==> src/rtl/exu_issue.sv <==
// ---------------------------------------------------------------------------
// exu_issue -- execute-stage issue/collect controller
//
// Takes one decoded ALU operation from decode, holds it and offers it to the
// calculation unit until that unit is ready, captures the combinational
// result in the handshake cycle and offers it to writeback.  A flush kills any
// in-flight operation.  A saturating counter records cycles in which a held
// operation waited on the calculation unit or on writeback.
//
// Ports
//   clk, rst                     clock, synchronous active-high reset
//   hs_de4ex_val / hs_ex4de_rdy  decode -> exu handshake
//   i_opb, i_rd, i_rd_wen        operation bundle and destination from decode
//   hs_ex4cal_val / hs_cal4ex_rdy exu -> calculation unit handshake
//   o_cal_opb                    held operation bundle
//   i_cal_res                    calculation result (sampled on cal handshake)
//   hs_ex4wb_val / hs_wb4ex_rdy  exu -> writeback handshake
//   o_wb_rd, o_wb_wen, o_wb_data destination and captured result
//   i_flush                      kill in-flight operation, blocks all handshakes
//   o_stall_cnt                  saturating stall-cycle counter
// ---------------------------------------------------------------------------

// The bundle width normally comes from the project-wide define file; this
// fallback keeps the block self-contained: {opcode[5:0], opn1[31:0], opn2[31:0]}.
`ifndef CIRNO_CAL_OPB_SIZE
`define CIRNO_CAL_OPB_SIZE 70
`endif

module exu_issue #(
    parameter int OPB_W = `CIRNO_CAL_OPB_SIZE,
    parameter int CNT_W = 16
) (
    input  logic             clk,
    input  logic             rst,
    input  logic             hs_de4ex_val,
    output logic             hs_ex4de_rdy,
    input  logic [OPB_W-1:0] i_opb,
    input  logic [4:0]       i_rd,
    input  logic             i_rd_wen,
    output logic             hs_ex4cal_val,
    input  logic             hs_cal4ex_rdy,
    output logic [OPB_W-1:0] o_cal_opb,
    input  logic [31:0]      i_cal_res,
    output logic             hs_ex4wb_val,
    input  logic             hs_wb4ex_rdy,
    output logic [4:0]       o_wb_rd,
    output logic             o_wb_wen,
    output logic [31:0]      o_wb_data,
    input  logic             i_flush,
    output logic [CNT_W-1:0] o_stall_cnt
);

    typedef enum logic [1:0] {
        ST_IDLE = 2'd0,
        ST_ISS  = 2'd1,
        ST_WB   = 2'd2
    } state_t;

    localparam logic [CNT_W-1:0] CNT_MAX = {CNT_W{1'b1}};
    localparam logic [CNT_W-1:0] CNT_ONE = {{(CNT_W-1){1'b0}}, 1'b1};

    state_t           r_state;
    logic [OPB_W-1:0] r_opb;
    logic [4:0]       r_rd;
    logic             r_wen;
    logic [31:0]      r_res;
    logic [CNT_W-1:0] r_stall_cnt;

    logic w_de_rdy;
    logic w_cal_val;
    logic w_wb_val;
    logic w_de_hs;
    logic w_cal_hs;
    logic w_wb_hs;
    logic w_stall;

    // Handshake qualifiers.  Valids depend only on state and flush, so there
    // is no path from either ready input back to a valid; the single
    // input-to-ready path is hs_wb4ex_rdy -> hs_ex4de_rdy in WB, which lets a
    // new operation enter in the same cycle the previous one retires.
    always_comb begin
        // NOTE: every always_comb output gets a default first so no path
        // through the case leaves it unassigned, which would infer a latch.
        w_de_rdy  = 1'b0;
        w_cal_val = 1'b0;
        w_wb_val  = 1'b0;
        w_stall   = 1'b0;
        case (r_state)
            ST_IDLE: begin
                w_de_rdy = ~i_flush;
            end
            ST_ISS: begin
                w_cal_val = ~i_flush;
                w_stall   = ~i_flush & ~hs_cal4ex_rdy;
            end
            ST_WB: begin
                w_wb_val = ~i_flush;
                w_de_rdy = hs_wb4ex_rdy & ~i_flush;
                w_stall  = ~i_flush & ~hs_wb4ex_rdy;
            end
            default: begin
                w_de_rdy = 1'b0;
            end
        endcase
    end

    assign w_de_hs  = hs_de4ex_val & w_de_rdy;
    assign w_cal_hs = w_cal_val & hs_cal4ex_rdy;
    assign w_wb_hs  = w_wb_val & hs_wb4ex_rdy;

    // State, operation holding registers, result capture and stall counter.
    always_ff @(posedge clk) begin
        // NOTE: sequential state is updated with non-blocking assignments so
        // every register samples pre-edge values regardless of statement order.
        if (rst) begin
            r_state     <= ST_IDLE;
            r_opb       <= '0;
            r_rd        <= '0;
            r_wen       <= 1'b0;
            r_res       <= '0;
            r_stall_cnt <= '0;
        end else begin
            if (w_stall && (r_stall_cnt != CNT_MAX)) begin
                r_stall_cnt <= r_stall_cnt + CNT_ONE;
            end

            if (i_flush) begin
                // Held operation is abandoned; the result register keeps its
                // stale value but is never presented outside WB.
                r_state <= ST_IDLE;
            end else begin
                case (r_state)
                    ST_IDLE: begin
                        if (w_de_hs) begin
                            r_opb   <= i_opb;
                            r_rd    <= i_rd;
                            r_wen   <= i_rd_wen & (i_rd != 5'd0);
                            r_state <= ST_ISS;
                        end
                    end
                    ST_ISS: begin
                        if (w_cal_hs) begin
                            r_res   <= i_cal_res;
                            r_state <= ST_WB;
                        end
                    end
                    ST_WB: begin
                        if (w_wb_hs) begin
                            if (w_de_hs) begin
                                // Back-to-back: next op enters as this retires.
                                r_opb   <= i_opb;
                                r_rd    <= i_rd;
                                r_wen   <= i_rd_wen & (i_rd != 5'd0);
                                r_state <= ST_ISS;
                            end else begin
                                r_state <= ST_IDLE;
                            end
                        end
                    end
                    default: begin
                        r_state <= ST_IDLE;
                    end
                endcase
            end
        end
    end

    assign hs_ex4de_rdy  = w_de_rdy;
    assign hs_ex4cal_val = w_cal_val;
    assign hs_ex4wb_val  = w_wb_val;
    assign o_cal_opb     = r_opb;
    assign o_wb_rd       = r_rd;
    assign o_wb_wen      = r_wen;
    assign o_wb_data     = r_res;
    assign o_stall_cnt   = r_stall_cnt;

endmodule

==> config.mk <==
export PLATFORM = sky130hd
export DESIGN_NAME = exu_issue
export DESIGN_NICKNAME = d
export VERILOG_FILES = /design/src/rtl/exu_issue.sv
export SDC_FILE = /design/constraint.sdc
export NUM_CORES = 1
export LEC_CHECK = 0
export CAP_MARGIN = 30
export CORE_MARGIN = 2
export CORE_UTILIZATION = 36
export CTS_CLUSTER_SIZE = 28
export DETAILED_ROUTE_END_ITERATION = 10
export PLACE_DENSITY_LB_ADDON = 0.1
export REMOVE_ABC_BUFFERS = 1
export SLEW_MARGIN = 20
export SYNTH_ARGS = -nofsm -noshare
export SYNTH_HDL_FRONTEND = slang
export SYNTH_SLANG_ARGS = --single-unit
==> constraint.sdc <==
create_clock -name clk -period 2.4 [get_ports clk]
set_clock_uncertainty 0.2 [all_clocks]
set_input_delay 0.48 -clock clk [delete_from_list [all_inputs] [get_ports clk]]
set_output_delay 0.48 -clock clk [all_outputs]
set_load 0.03 [all_outputs]
==> results.ini, run 1 <==
[outcome]
status = completed

[placement]
dpl.hpwl_um = 10000
place.port_buffers = 240
place_inst = 983
gp_congestion = 0.802

[timing]
fmax_mhz = 437
finalHoldViolations = 0
drv_slew = 0
worst_slew_pin_slew_ns = 0.382
rsz0062_at_grt = false
tns_ns = 0
relSlewSlack_pct = 74.5
min_period_over_period_pct = 95.4
fin_crit_ns = 2.29
setup_viol = 0

[pwr]
p_total_uw = 5230
vdd_drop_max_mv = 0.422
power.leakage_uw = 0.00284
powerDensity_nw_per_um2 = 659

[clock_tree]
clk_path_buf_depth = 2
cts.sinks = 126
cts-root-buf = clkbuf_16
clk-insertion-delay-late_ns = 0.40
cts_tree = done
numCtsBuffers = 17
path_clk_slew_ns = 0.05
hold_buffers = 0
htreeDepth = 4

[worst_hold_path]
hp-start = o_cal_opb[23]
hold_path.class = reg -> reg
whs_endpoint = o_cal_opb[23]
hold_path_depth = 2

[logic_synthesis]
async_reset_ff_share_pct = 0
synth_top_area_share_pct = 53.4
synth_area_leaders = dfxtp_1 53%, nand2_1 17%, a21oi_1 12%
syn_inst = 593
synth_cell_type_count = 38
yosysSeqAreaShare_pct = 53.4
yosysTopAreaCell = dfxtp_1
avgSynthCellArea_um2 = 7.97
synth-edff-count = 0
synth_warnings = 0
ys_ff_latch = 126
ys_dominant_reg_cell = dfxtp_1
syn-cell-area_um2 = 4720

[global_route]
grt_overflow = 0
grt_pass1_vias = 4508
grt_pass1_wl_um = 22500
grtUsageTotal_pct = 19.9
grt_antenna_before_repair = 0
grt_max_degree = 77

[setup_path]
worstPathRequired_ns = 2.48
path_max_fanout = 4
cp-end-kind = register
worstSetupPathType = reg -> reg
r2r_slack_ns = 0.11
reg2regPathDepth = 9
rr_endpoint = o_stall_cnt[15]
startpoint_type = register
r2r-start = r_state[0]
worstPathArrival_ns = 2.37

[routing]
drt_iter0_drc = 259
ant_nets = 0
vias = 4845
dr.pass1.iters = 7
wl_per_cell_um = 14.0
vias_per_cell = 4.78
drcViolationCount = 0
totalWireLength_um = 14200

[floorplan]
core-area_um2 = 12700
die-height_um = 119
rows = 41
dieArea_um2 = 14100
ioPinCount = 241
start_util_pct = 37.1
fp.dieW_um = 119

[layout]
antenna_cells = 0
multi_input_area_um2 = 2040
fillers = 1146
fin_nets = 951
seq_area_um2 = 2520
drive_gt1_share_pct = 7.24
area_delta_synth_final_pct = 68.1
stdcell_count = 1014

[flow_run]
maxCapViolations = 0

## routing by layer
| metal | global-route usage, % | part of all wire [%] | up-vias |
|---|---|---|---|
| met5 | 0 | 0 | - |
| met1 | 22.7 | 41 | 2209 |
| met3 | 6.27 | 6.1 | 24 |
| met4 | 8.93 | 2.4 | 0 |
| met2 | 33.9 | 50 | 178 |
| li1 | - | - | 2434 |
## repair_timing
action,CTS,global route
endpoints found under the setup margin,0,9
gates resized for setup,0,5
setup buffers,0,1
## cells by family (layout without fill, tap and decap cells)
group	count (synthesis)	after routing	synth area share (%)
AOI/OAI and AO/OA	135	135	15.8
xor gates and xnor gates	8	8	1.48
adders and majority gates	6	6	1.59
buffers and inverters	46	295	3.76
DFF	126	126	53.4
muxes	2	2	0.424
and+or+nand+nor	270	270	23.5
## cells in the mapped netlist (2+ instances only)
cell type and count:
o21a_1 3, ha_1 6, nand2b_1 2, and4_1 2, o21ai_0 5, or3_1 3
dfxtp_1 126, nand2_1 219, nand4_1 6, buf_2 4, nor2b_1 3, buf_1 3
or4_1 2, a21oi_1 113, a41oi_1 2, nor2_1 13, o211ai_1 3, and3_1 5
inv_1 7, nor3_1 4, xnor2_1 2, nand3_1 7, clkbuf_1 32, xor2_1 6
mux2i_1 2
## report_power, final
group	internal, uW	switching (uW)
clock network	1510	848
registers	2160	33.4
logic	342	337
## area by class of cell
type,count,area share [%]
flip-flops and latches,126,31.8
multi-input cells,421,25.6
clock inverters,7,0.788
inverters,7,0.331
repair buffers,258,32.6
well taps,172,2.71
clock buffers,23,6.14
## layout by cell type, fill, tap and decap left out, types with 3 or more instances in the layout
master | synthesis | routed
ha_1 | 6 | 5
o211ai_1 | 3 | 3
a21oi_1 | 113 | 112
clkdlybuf4s50_1 | 0 | 236
clkbuf_8 | 0 | 4
buf_4 | 0 | 17
clkinv_2 | 0 | 5
xor2_1 | 6 | 6
nor2_1 | 13 | 13
inv_1 | 7 | 7
o21ai_0 | 5 | 4
dfxtp_1 | 126 | 124
buf_12 | 0 | 5
nand4_1 | 6 | 6
or3_1 | 3 | 3
nand2_1 | 219 | 219
nor3_1 | 4 | 4
nand3_1 | 7 | 6
and3_1 | 5 | 4
o21a_1 | 3 | 3
nor2b_1 | 3 | 3
clkbuf_16 | 0 | 17
## sequential cells by signal (all words and copies together) (netlist names)
register and cells:
o_cal_opb 70, o_stall_cnt 16, o_wb_data 32, o_wb_rd 5, o_wb_wen 1, r_state 2
## worst max-delay path: stages (launching register included)
cell and delay, ns:
dfxtp_2 0.35, inv_1 0.08, ha_1 0.28, inv_1 0.06
a2111oi_4 0.38, buf_4 0.19, nand3_2 0.09, buf_4 0.15
nor4b_1 0.31, nor3_1 0.08
## worst max path at each step
stage	startpoint	to	slack (ns)	cells after the start
after floorplan	r_state[0]	o_wb_wen	-0.43	6
after global placement	hs_cal4ex_rdy	o_stall_cnt[8]	-0.12	7
after detailed placement	hs_cal4ex_rdy	o_stall_cnt[8]	-0.16	7
after CTS	r_state[1]	o_stall_cnt[8]	0.01	8
after global routing	r_state[0]	o_stall_cnt[15]	0.003	9
final	r_state[0]	o_stall_cnt[15]	0.11	9
## stage by stage
step	hold slack, ns	worst slack, ns	utilization, %	area (um2)
2_1_floorplan	0.325	-0.427	-	4570
3_3_place_gp	0.241	-0.122	58.0	7380
3_5_place_dp	0.246	-0.161	58.0	7380
4_1_cts	0.253	0.0139	62.3	7930
5_1_grt	0.267	0.00329	62.4	7940
6_report	0.251	0.111	62.4	7940
Power figures use the tool's default switching activity.
==> inputs of run 2 (changes only) <==
SKIP_LAST_GASP = 1   (was not set)
==> results of run 2 <==
Same layout as run 1: the final DEF is identical, and so are final timing and power.
==> patch (config.mk and constraints of run 1) <==
Set the macro `CIRNO_CAL_OPB_SIZE` to 140 (it was 70).
--- a/src/rtl/exu_issue.sv
+++ b/src/rtl/exu_issue.sv
@@ -23,7 +23,7 @@
 // The bundle width normally comes from the project-wide define file; this
 // fallback keeps the block self-contained: {opcode[5:0], opn1[31:0], opn2[31:0]}.
 `ifndef CIRNO_CAL_OPB_SIZE
-`define CIRNO_CAL_OPB_SIZE 70
+`define CIRNO_CAL_OPB_SIZE 140
 `endif
 
 module exu_issue #(
Interface: changed (resized i_opb and o_cal_opb); port bits go from 241 to 381. The function was not compared with the original's and may differ.
==> patch against run 1 <==
Register-to-register slack improved by 170 ps. Routed wire length increased by 74%. Largest power group is now registers. Die area increased by 52%. Count of clock-buffer cells in the layout decreased by 3. Synthesized area increased by 54%. Sequential share of layout area increased by 0.60 points. Worst setup slack got worse by 29 ps. Maximum frequency decreased by 1.3%. Cell area increased by 53%. Total power increased by 42%. Global-route usage increased by 2.6 points. Sequential cell count increased by 70. Sequential power increased by 56%. Highest routed layer is now met5.
==> patch: results (changes against run 1) <==
Placed design
  • Port bufs: 380 (+58%)
  • RePlAce Congestion: 0.801 (-0.19%)

Drt
  • Vias per cell: 4.71 (-1.5%)
  • Top sig layer: met5
  • WL met2: 11.8 mm (+66%)

Global routing
  • Largest net degree at the start of global routing: 70 (-9.1%)
  • First-pass GRT wire length: 38.4 mm (+71%)
  • Vias in the first global route: 6851 (+52%)
  • Met2 usage: 38.5% (+4.6 points)
  • Met3 usage: 7.81% (+1.5 points)
  • Global Route Usage Sum: 22.5% (+2.6 points)
  • GR Util met1: 26.1% (+3.3 points)

STA
  • Final hold slack: 252 ps (+0.713 ps)
  • Slew headroom: 60.3% (-14 points)

Layout
  • Layout cells sized above 1: 6.07% (-1.2 points)
  • Clk cell area share: 4.74% (-2.2 points)
  • Count of multi-input gates: 646 (+53%)
  • Reg area: 0.00393 sq mm (+56%)
  • Bufs w/o clock: 409 (+59%)
  • Fraction of area in multi-input gates: 25.6% (-0.082 points)
  • Max reg flops: 140 (+100%)
  • Clock buffers: 20 (-13%)
  • Inverters: 3 (-4)
  • Fillers: 1814 (+58%)

Synth
  • Unique cell type count in the Yosys netlist: 45 (+18%)
  • Sequential area share after synthesis: 54.0% (+0.59 points)
  • Top cells by count, synth: 362 x nand2_1, 196 x dfxtp_1, 185 x a21oi_1

Worst setup path
  • R2R depth: 6 (-3)
  • Arrival time at the worst endpoint: 1640 ps (-730 ps)
  • Max incr delay on CP: 730 ps (+350 ps)
  • Reg2reg setup slack: 280 ps (+170 ps)

CTS
  • Clk_lat worst skew: 430 ps (+30 ps)

Pwr
  • PwrDens: 614 mW/mm^2 (-6.8%)
  • Leak pwr: 4.37 nW (+54%)

Run status
  • Status: complete, no violations
[patch: cell families after synthesis]
group                      share of synthesized area (%)
AOI/OAI and AO/OA                                   14.9
adders and majority gates                           1.03
buffers and inverters                               3.79
DFF                                                 54.0
muxes                                               1.20
and+or+nand+nor                                     25.1
[patch: repair_timing]
action / CTS / global route
pin swaps: 1 / 0
buffers inserted: 0 / 0
setup endpoints to repair: 1 / 3
gates resized for setup: 0 / 7
[patch: how the worst max path moves through the flow]
stage,start,end,slack [ps],cells after the start
floorplan,r_state[0]$_SDFFE_PP0P_,o_wb_wen$_SDFFE_PP0P_,-1750,6
global placement,i_flush,o_stall_cnt[4]$_SDFFE_PP0P_,30,5
detailed placement,i_flush,o_stall_cnt[9]$_SDFFE_PP0P_,-20,5
CTS,r_state[0]$_SDFFE_PP0P_,hs_ex4de_rdy,1,5
global route,o_stall_cnt[3]$_SDFFE_PP0P_,o_stall_cnt[3],10,1
finish,o_stall_cnt[3]$_SDFFE_PP0P_,o_stall_cnt[3],80,1
